**src/rtl/microwave_pkg.sv**
```systemverilog
// Shared definitions for the microwave front panel blocks.
//
// Contents:
//   BCD_W                    width of one BCD digit
//   KEYS                     number of keypad keys (digits 0-9)
//   DEBOUNCE_CYCLES_DEFAULT  default debounce length in system clock samples
//   kp_state_e               keypad debounce FSM states
//   onehot_to_bcd()          converts a one-hot key vector to its BCD digit

package microwave_pkg;

    localparam int BCD_W                   = 4;
    localparam int KEYS                    = 10;
    localparam int DEBOUNCE_CYCLES_DEFAULT = 5;

    typedef enum logic [1:0] {
        KP_IDLE    = 2'd0,
        KP_CHECK   = 2'd1,
        KP_HELD    = 2'd2,
        KP_RELEASE = 2'd3
    } kp_state_e;

    // OR-ing the indices of all set bits gives the right answer for a
    // one-hot input.
    function automatic logic [BCD_W-1:0] onehot_to_bcd(input logic [KEYS-1:0] onehot);
        logic [BCD_W-1:0] bcd;
        bcd = '0;
        for (int i = 0; i < KEYS; i++) begin
            if (onehot[i]) begin
                bcd = bcd | BCD_W'(i);
            end
        end
        return bcd;
    endfunction

endpackage

```
**src/rtl/entry_shift_reg.sv**
```systemverilog
// Three-digit BCD entry register (M:ST). Each shift moves the digits one
// place left and inserts din as the new ones digit; the old minutes digit
// is dropped. flush clears all three digits and wins over shift.
//
// Ports:
//   clk, clearn        system clock, asynchronous active-low reset
//   shift              insert din on this edge
//   flush              clear the entry on this edge
//   din                BCD digit to insert
//   entry_min/tens/ones  registered BCD digits

module entry_shift_reg
    import microwave_pkg::*;
(
    input  logic             clk,
    input  logic             clearn,
    input  logic             shift,
    input  logic             flush,
    input  logic [BCD_W-1:0] din,
    output logic [BCD_W-1:0] entry_min,
    output logic [BCD_W-1:0] entry_tens,
    output logic [BCD_W-1:0] entry_ones
);

    logic [BCD_W-1:0] min_q,  min_d;
    logic [BCD_W-1:0] tens_q, tens_d;
    logic [BCD_W-1:0] ones_q, ones_d;

    always_comb begin
        min_d  = min_q;
        tens_d = tens_q;
        ones_d = ones_q;
        if (flush) begin
            min_d  = '0;
            tens_d = '0;
            ones_d = '0;
        end else if (shift) begin
            min_d  = tens_q;
            tens_d = ones_q;
            ones_d = din;
        end
    end

    always_ff @(posedge clk or negedge clearn) begin
        if (!clearn) begin
            min_q  <= '0;
            tens_q <= '0;
            ones_q <= '0;
        end else begin
            min_q  <= min_d;
            tens_q <= tens_d;
            ones_q <= ones_d;
        end
    end

    assign entry_min  = min_q;
    assign entry_tens = tens_q;
    assign entry_ones = ones_q;

endmodule

```
**src/rtl/keypad_entry.sv**
```systemverilog
// Keypad input stage: synchronizes the raw one-hot keypad, debounces it,
// rejects multi-key presses and assembles accepted digits into a 3-digit
// BCD entry for the timer.
//
// Ports:
//   clk, clearn     system clock, asynchronous active-low reset
//   keypad          raw keys, bit i = digit i, asynchronous to clk
//   enable          controller permits entry
//   flush           synchronous clear of the entry digits
//   digit           BCD value of the last accepted key
//   digit_valid     one-cycle pulse per accepted key
//   entry_min/tens/ones  assembled BCD entry
//   entry_nonzero   OR of all entry bits (combinational)
//   multi_key       high while a multi-key press is being rejected

module keypad_entry
    import microwave_pkg::*;
#(
    parameter int DEBOUNCE_CYCLES = DEBOUNCE_CYCLES_DEFAULT
) (
    input  logic             clk,
    input  logic             clearn,
    input  logic [KEYS-1:0]  keypad,
    input  logic             enable,
    input  logic             flush,
    output logic [BCD_W-1:0] digit,
    output logic             digit_valid,
    output logic [BCD_W-1:0] entry_min,
    output logic [BCD_W-1:0] entry_tens,
    output logic [BCD_W-1:0] entry_ones,
    output logic             entry_nonzero,
    output logic             multi_key
);

    // A press is accepted on the edge that sees the DEBOUNCE_CYCLES-th
    // matching sample; a release needs DEBOUNCE_CYCLES-1 clean samples,
    // the first of which is consumed by the HELD -> RELEASE transition.
    localparam logic [7:0] CNT_ACCEPT  = 8'(DEBOUNCE_CYCLES - 1);
    localparam logic [7:0] CNT_RELEASE = 8'(DEBOUNCE_CYCLES - 2);

    logic [KEYS-1:0]  s1_q, s1_d;
    logic [KEYS-1:0]  s2_q, s2_d;
    logic [KEYS-1:0]  cand_q, cand_d;
    logic [7:0]       cnt_q, cnt_d;
    kp_state_e        state_q, state_d;
    logic             multi_key_q, multi_key_d;
    logic [BCD_W-1:0] digit_q, digit_d;
    logic             digit_valid_q, digit_valid_d;

    logic             key_none;
    logic             key_multi;
    logic             key_one;
    logic [7:0]       cnt_inc;
    logic             accept;
    logic             shift_en;

    // Clearing the lowest set bit leaves something only if two or more
    // bits were set.
    assign key_none  = (s2_q == '0);
    assign key_multi = |(s2_q & (s2_q - KEYS'(1)));
    assign key_one   = !key_none && !key_multi;
    assign cnt_inc   = (cnt_q == 8'hFF) ? cnt_q : cnt_q + 8'd1;

    always_comb begin
        s1_d          = keypad;
        s2_d          = s1_q;
        state_d       = state_q;
        cand_d        = cand_q;
        cnt_d         = cnt_q;
        multi_key_d   = multi_key_q;
        digit_d       = digit_q;
        digit_valid_d = 1'b0;
        accept        = 1'b0;

        case (state_q)
            KP_IDLE: begin
                if (key_one) begin
                    cand_d  = s2_q;
                    cnt_d   = 8'd1;
                    state_d = KP_CHECK;
                end else if (key_multi) begin
                    multi_key_d = 1'b1;
                    state_d     = KP_HELD;
                end
            end
            KP_CHECK: begin
                if (s2_q == cand_q) begin
                    if (cnt_q == CNT_ACCEPT) begin
                        accept  = 1'b1;
                        state_d = KP_HELD;
                    end else begin
                        cnt_d = cnt_inc;
                    end
                end else if (key_one) begin
                    cand_d = s2_q;
                    cnt_d  = 8'd1;
                end else if (key_none) begin
                    state_d = KP_IDLE;
                end else begin
                    multi_key_d = 1'b1;
                    state_d     = KP_HELD;
                end
            end
            KP_HELD: begin
                if (key_none) begin
                    cnt_d   = 8'd1;
                    state_d = KP_RELEASE;
                end
            end
            KP_RELEASE: begin
                if (!key_none) begin
                    state_d = KP_HELD;
                end else if (cnt_q >= CNT_RELEASE) begin
                    multi_key_d = 1'b0;
                    state_d     = KP_IDLE;
                end else begin
                    cnt_d = cnt_inc;
                end
            end
            default: begin
                state_d = KP_RELEASE;
            end
        endcase

        // A press accepted while entry is disabled is simply consumed;
        // a flush on the accept edge suppresses the pulse as well.
        if (accept && enable && !flush) begin
            digit_d       = onehot_to_bcd(cand_q);
            digit_valid_d = 1'b1;
        end
    end

    // Reset into RELEASE so a key held through reset must be released
    // cleanly before it can be accepted.
    always_ff @(posedge clk or negedge clearn) begin
        if (!clearn) begin
            s1_q          <= '0;
            s2_q          <= '0;
            cand_q        <= '0;
            cnt_q         <= '0;
            state_q       <= KP_RELEASE;
            multi_key_q   <= 1'b0;
            digit_q       <= '0;
            digit_valid_q <= 1'b0;
        end else begin
            s1_q          <= s1_d;
            s2_q          <= s2_d;
            cand_q        <= cand_d;
            cnt_q         <= cnt_d;
            state_q       <= state_d;
            multi_key_q   <= multi_key_d;
            digit_q       <= digit_d;
            digit_valid_q <= digit_valid_d;
        end
    end

    assign shift_en = accept && enable;

    entry_shift_reg u_entry (
        .clk        (clk),
        .clearn     (clearn),
        .shift      (shift_en),
        .flush      (flush),
        .din        (onehot_to_bcd(cand_q)),
        .entry_min  (entry_min),
        .entry_tens (entry_tens),
        .entry_ones (entry_ones)
    );

    assign digit         = digit_q;
    assign digit_valid   = digit_valid_q;
    assign multi_key     = multi_key_q;
    assign entry_nonzero = |{entry_min, entry_tens, entry_ones};

endmodule

```
**config.mk**
```make
export PLATFORM = sky130hd
export DESIGN_NAME = keypad_entry
export DESIGN_NICKNAME = d
export VERILOG_FILES = /design/src/rtl/microwave_pkg.sv /design/src/rtl/entry_shift_reg.sv /design/src/rtl/keypad_entry.sv
export SDC_FILE = /design/constraint.sdc
export NUM_CORES = 1
export LEC_CHECK = 0
export ABC_AREA = 1
export CORE_UTILIZATION = 58
export CTS_BUF_LIST = sky130_fd_sc_hd__clkbuf_4
export DETAILED_ROUTE_END_ITERATION = 12
export HOLD_SLACK_MARGIN = 0.15
export PLACE_DENSITY_LB_ADDON = 0.2
export SYNTH_ARGS = -nofsm -noshare
export SYNTH_HDL_FRONTEND = slang
export SYNTH_SLANG_ARGS = --single-unit
```
**constraint.sdc**
```tcl
create_clock -name clk -period 2.05 [get_ports clk]
set_input_delay 0.205 -clock clk [delete_from_list [all_inputs] [get_ports clk]]
set_output_delay 0.205 -clock clk [all_outputs]
set_load 0.05 [all_outputs]
```
* Word level (Yosys, flattened, before mapping)
Index checks and enable logic that the tools add are counted.
** Word-level totals
- Output and inout bits :: 19
- Word-level logic and storage cells :: 100
- Register bits :: 58
- Bits of input ports :: 14
** Cells by class
- $lt $le $gt $ge :: 1
- Reduce and logical (&&, ||, !) cells :: 17
- Bitwise logic cells :: 1
- Multiplexer cells :: 48
- Add/sub/neg operators :: 2
- Equality and inequality tests :: 20
** Operators with widths (number)
- $mux W8 :: 7
- $mux W4 :: 8
- $pmux W8 S4 :: 1
- $mux W2 :: 11
- $mux W10 :: 2
- $pmux W10 S2 :: 1
- $ne A2 B2 Y1 const B :: 9
- $ne A3 B3 Y1 const B :: 5
- $mux W1 :: 12
- $mux W3 :: 4
- $reduce_or A12 Y1 :: 1
- $and A10 B10 Y10 :: 1
- $eq A10 B10 Y1 :: 1
- $logic_not A10 Y1 :: 1
- $reduce_or A10 Y1 :: 1
- $sub A10 B1 Y10 const B :: 1
- $add A8 B1 Y8 const B :: 1
- $eq A8 B3 Y1 const B :: 1
- $eq A8 B8 Y1 const B :: 1
- $ge A8 B2 Y1 const B :: 1
- $pmux W2 S4 :: 1
- $reduce_and A8 Y1 :: 1
- $reduce_and A5 Y1 :: 1
- $eq A2 B2 Y1 const B :: 2
- 9 further kinds :: 14

* Logic depth before layout (Yosys ltp)
- Word-level depth :: 11
- Mapped depth :: 12

* Hierarchy
Synthesis repeated with hierarchy kept, for this count alone.
** Second synthesis, totals
- Cell total of the unflattened synthesis :: 379
- Area total of the unflattened synthesis :: 2986.6 um2
** By module, submodules not included
- keypad_entry :: cells an instance 326, area an instance 2494.9 um2, sequential area each 1153.6 um2, times used 1
- entry_shift_reg :: cells an instance 53, area an instance 491.7 um2, sequential area each 300.3 um2, times used 1

* Least setup slack after synthesis
Ideal clock, no wire load.
- Path kind :: register to register
- From :: reg cnt_q[0]
- To :: reg cnt_q[3]
- Arrival time :: 1.634 ns
- Cell stages (with the launch flop) :: 11
- Clock period less this slack :: 1.753 ns
- Setup slack :: 0.297 ns
- Cell sequence :: dfrtp_1 -> ha_1 -> or2_1 -> nor3_1 -> nor2_1 -> a21oi_1 -> nand2_2 -> inv_4 -> nand2_4 -> o21ai_2 -> nand2_1
** On the way
- Longest elaborated chain between the ends :: 5
** RTL lines
- start: declaration :: RTL line keypad_entry.sv:44 : logic [7:0] cnt_q, cnt_d;
- start signal: assignment :: RTL line keypad_entry.sv:149 : cnt_q <= cnt_d;
- $add A8 B1 Y8 / $eq A8 B8 Y1 (equally long branches) :: RTL line keypad_entry.sv:62 : assign cnt_inc = (cnt_q == 8'hFF) ? cnt_q : cnt_q + 8'd1;
- $mux W8 :: RTL line keypad_entry.sv:62
- $mux W8, on equally long branches :: RTL line keypad_entry.sv:113, keypad_entry.sv:88
- $mux W8, on equally long branches :: RTL line keypad_entry.sv:111, keypad_entry.sv:87
- $pmux W8 S4 :: RTL line keypad_entry.sv:75 : case (state_q)
Parallel ways exist; a longest one is shown, timed or not. The select of a mux whose other input is x is not followed.
A chain may end at the register's enable or synchronous reset.

* Final worst setup path
- From :: reg u_entry.min_q[1] (netlist: u_entry.entry_min[1])
- To :: out entry_nonzero
** On the way
- Longest elaborated chain between the ends :: 1
** RTL lines
- start: declaration :: RTL line entry_shift_reg.sv:25 : logic [BCD_W-1:0] min_q, min_d;
- start signal: assignment :: RTL line entry_shift_reg.sv:50 : min_q <= min_d;
- $reduce_or A12 Y1 :: RTL line keypad_entry.sv:173 : assign entry_nonzero = |{entry_min, entry_tens, entry_ones};
- end: declaration :: RTL line keypad_entry.sv:31 : output logic entry_nonzero,
Every way passes these cells.

==> impl_metrics.ini <==
[layout]
antenna_cells = 0
area_delta_synth_final_pct = 19.30
nets = 389
drive_gt1_share_pct = 15.34

[timing]
clock.fmax_mhz = 529.4
whs_ps = 244.0
maxSlewHeadroom_pct = 65.20
rsz0062_at_grt = no
finalMaxSlewViolations = 0
worst_slew_pin_slew_ps = 522.0
skew_ps = 13.55
fin_setup_tns_ps = 0
setup_violations = 0
period_minus_slack_ps = 1889
hold_viol_final = 0
fin_crit_sh_pct = 92.14

[global_route]
grt_pass1_wl_mm = 9.432
grt_pass1_vias = 2244
antenna_found_initial = 0
grt_overflow = 0
grtUsageTotal_pct = 24.03
grt_max_degree = 38

[setup_path]
critPathRequiredTime_ps = 1850
critPathLaunch = u_entry.entry_min[1]$_DFFE_PN0P_
crit_type = reg2out
crit_slowest_cell = dlygate4sd2_1
max_stage_delay_ps = 440
crit_chain = nor4_1 -> nand3_1 -> dlygate4sd2_1
worstPathArrival_ps = 1680
setup.worst_path.end_class = output port
rrSetupSlack_ps = 200
crit_fanout = 3
reg2reg_depth = 12
cp-start-kind = register
worstReg2RegStart = s2_q[3]$_DFF_PN0_

[detailed_routing]
drt-total-wl_mm = 5.244
vias = 2304
drc = 7
viasPerCell = 5.358
post_drt_wl_per_cell_um = 12.20
antenna_left = 0
drtIter0Drc = 184
firstDrtPassIters = 9

[placement]
hpwl_mm = 3.845
port_buffers = 32
gp_congestion = 0.9139

[clocking]
cts_max_path_buffers = 2
cts_setup_buffers = 0
clock_sinks = 58
clk_pin_slew_ps = 100
clk_latency_ps = 390
cts_tree = built
ctsRootBufferMaster = clkbuf_4
cts_buffers = 9
htreeDepth = 3

[logic_synthesis]
ys_ff_latch = 58
syn_area_um2 = 2788
ys_seq_area_share_pct = 52.15
netlist_instances = 330
synth-main-ff-cell = dfrtp_1
synthArstFlopShare_pct = 100.0
yosysWarnings = 0
synth_edf_count = 0
avgSynthCellArea_um2 = 8.447
synth.distinct_cells = 32
syn_nets = 346

[floorplanning]
die_w_um = 71.33
floorplan.initialDensity_pct = 62.30
core.rowCount = 24
dieArea_um2 = 5087
core_area_um2 = 4474
ioPinCount = 33
die_y_um = 71.33

[power_and_ir_drop]
ir_drop_mv = 0.4867
powerDensity_nw_per_um2 = 850.9
p_leak_nw = 1.634

[min_path]
hold_path_startpoint = keypad[1]
hold_class = in2reg
min_path_cells = 1

[run_status]
status = complete, but fails checks
violations = DRC

[run]
drv_cap = 0
[critical path: cells and delay by family (launching register included)]
family                 cells  cell delay [ps]
buffers and inverters      1              440
DFF                        1              410
and+or+nand+nor            2              440
[repair_timing]
action	CTS	global route
endpoints found under the hold margin	21	0
gates resized for setup	1	3
hold buffers	1	0
setup endpoints to repair	1	9
[cell type report]
| type | count | area, um2 |
|---|---|---|
| multi-input combinational | 220 | 1125 |
| sequential | 58 | 1454 |
| clock buffer | 9 | 67.56 |
| inverter | 49 | 193.9 |
| tap | 52 | 65.06 |
| clock inverter | 7 | 68.82 |
| fill | 331 | 1149 |
| timing repair buffer | 35 | 351.6 |
[worst paths after layout]
kind / endpoint
setup / recovery: entry_nonzero
hold / removal: s1_q[1]$_DFF_PN0_
setup reg to reg: u_entry.entry_ones[1]$_DFFE_PN0P_
hold reg to reg: s2_q[0]$_DFF_PN0_
max in group asynchronous: s1_q[7]$_DFF_PN0_
min in group asynchronous: digit[2]$_DFFE_PN0P_
[metal layers]
layer / wire [um] / vias up / GRT usage [%]
li1: - / 1148 / -
met1: 2443 / 1073 / 30.34
met5: 0 / - / 0
met4: 115 / 0 / 14.22
met2: 2474 / 67 / 38.62
met3: 210 / 16 / 4.782
[logic make-up (layout without fill, tap and decap cells)]
logic type / Yosys count / count (layout) / share of synthesized area, %
flops: 58 / 58 / 52.15
buf+inv: 52 / 100 / 7.810
simple gates: 174 / 174 / 29.44
xor+xnor: 2 / 2 / 0.6285
compound gates: 42 / 42 / 9.067
fa+ha+maj: 2 / 2 / 0.8975
[flip-flops by register name (all words and copies together), names as in the netlist]
register	count
digit_valid	1
multi_key	1
cnt_q	8
digit	4
s2_q	10
u_entry.entry_tens	4
u_entry.entry_min	4
cand_q	10
s1_q	10
u_entry.entry_ones	4
state_q	2
[cells in the mapped netlist, types with 3 or more instances]
library cell	n	area share (%)
nor2_1	25	3.4
inv_2	7	0.94
a21oi_1	4	0.72
nand3_1	31	5.6
nand2_1	86	12
nand2_2	6	1.3
nand4_1	6	1.3
inv_1	40	5.4
dfrtp_1	56	50
o21ai_1	6	1.1
nor4_1	4	0.90
o22ai_1	4	0.90
o21ai_2	9	2.8
o21ai_0	17	3.1
nor2_2	3	0.67
[layout by cell type (no fill, tap or decap), types with 3 or more instances in the layout]
| master | n |
|---|---|
| nand2_1 | 86 |
| dfrtp_1 | 56 |
| inv_1 | 40 |
| nand3_1 | 31 |
| clkdlybuf4s50_1 | 30 |
| nor2_1 | 25 |
| o21ai_0 | 17 |
| o21ai_2 | 9 |
| clkbuf_4 | 9 |
| nand2_2 | 6 |
| inv_2 | 6 |
| nand4_1 | 6 |
| o21ai_1 | 6 |
| nor4_1 | 4 |
| o22ai_1 | 4 |
| nor2_2 | 3 |
| a21oi_1 | 3 |
[power by group]
| group | internal, W | switching (W) | leakage, nW |
|---|---|---|---|
| registers | 0.00125 | 0.0000941 | 0.750 |
| logic | 0.000242 | 0.000451 | 0.811 |
| clock network | 0.000369 | 0.000429 | 0.0737 |
[metrics by stage]
step	setup slack [ps]	area, um2	util, %	power [W]	std cells
detailed placement	142.5	3169	70.83	0.002037	413
global route	2.282	3326	74.33	0.003033	430
floorplan	296.9	2788	-	0.001857	330
finish	161.1	3326	74.33	0.002830	430
CTS	107.8	3314	74.08	0.002841	430
global placement	196.8	3169	70.83	0.002024	413
Note: power is estimated with default switching activity, not from simulation.
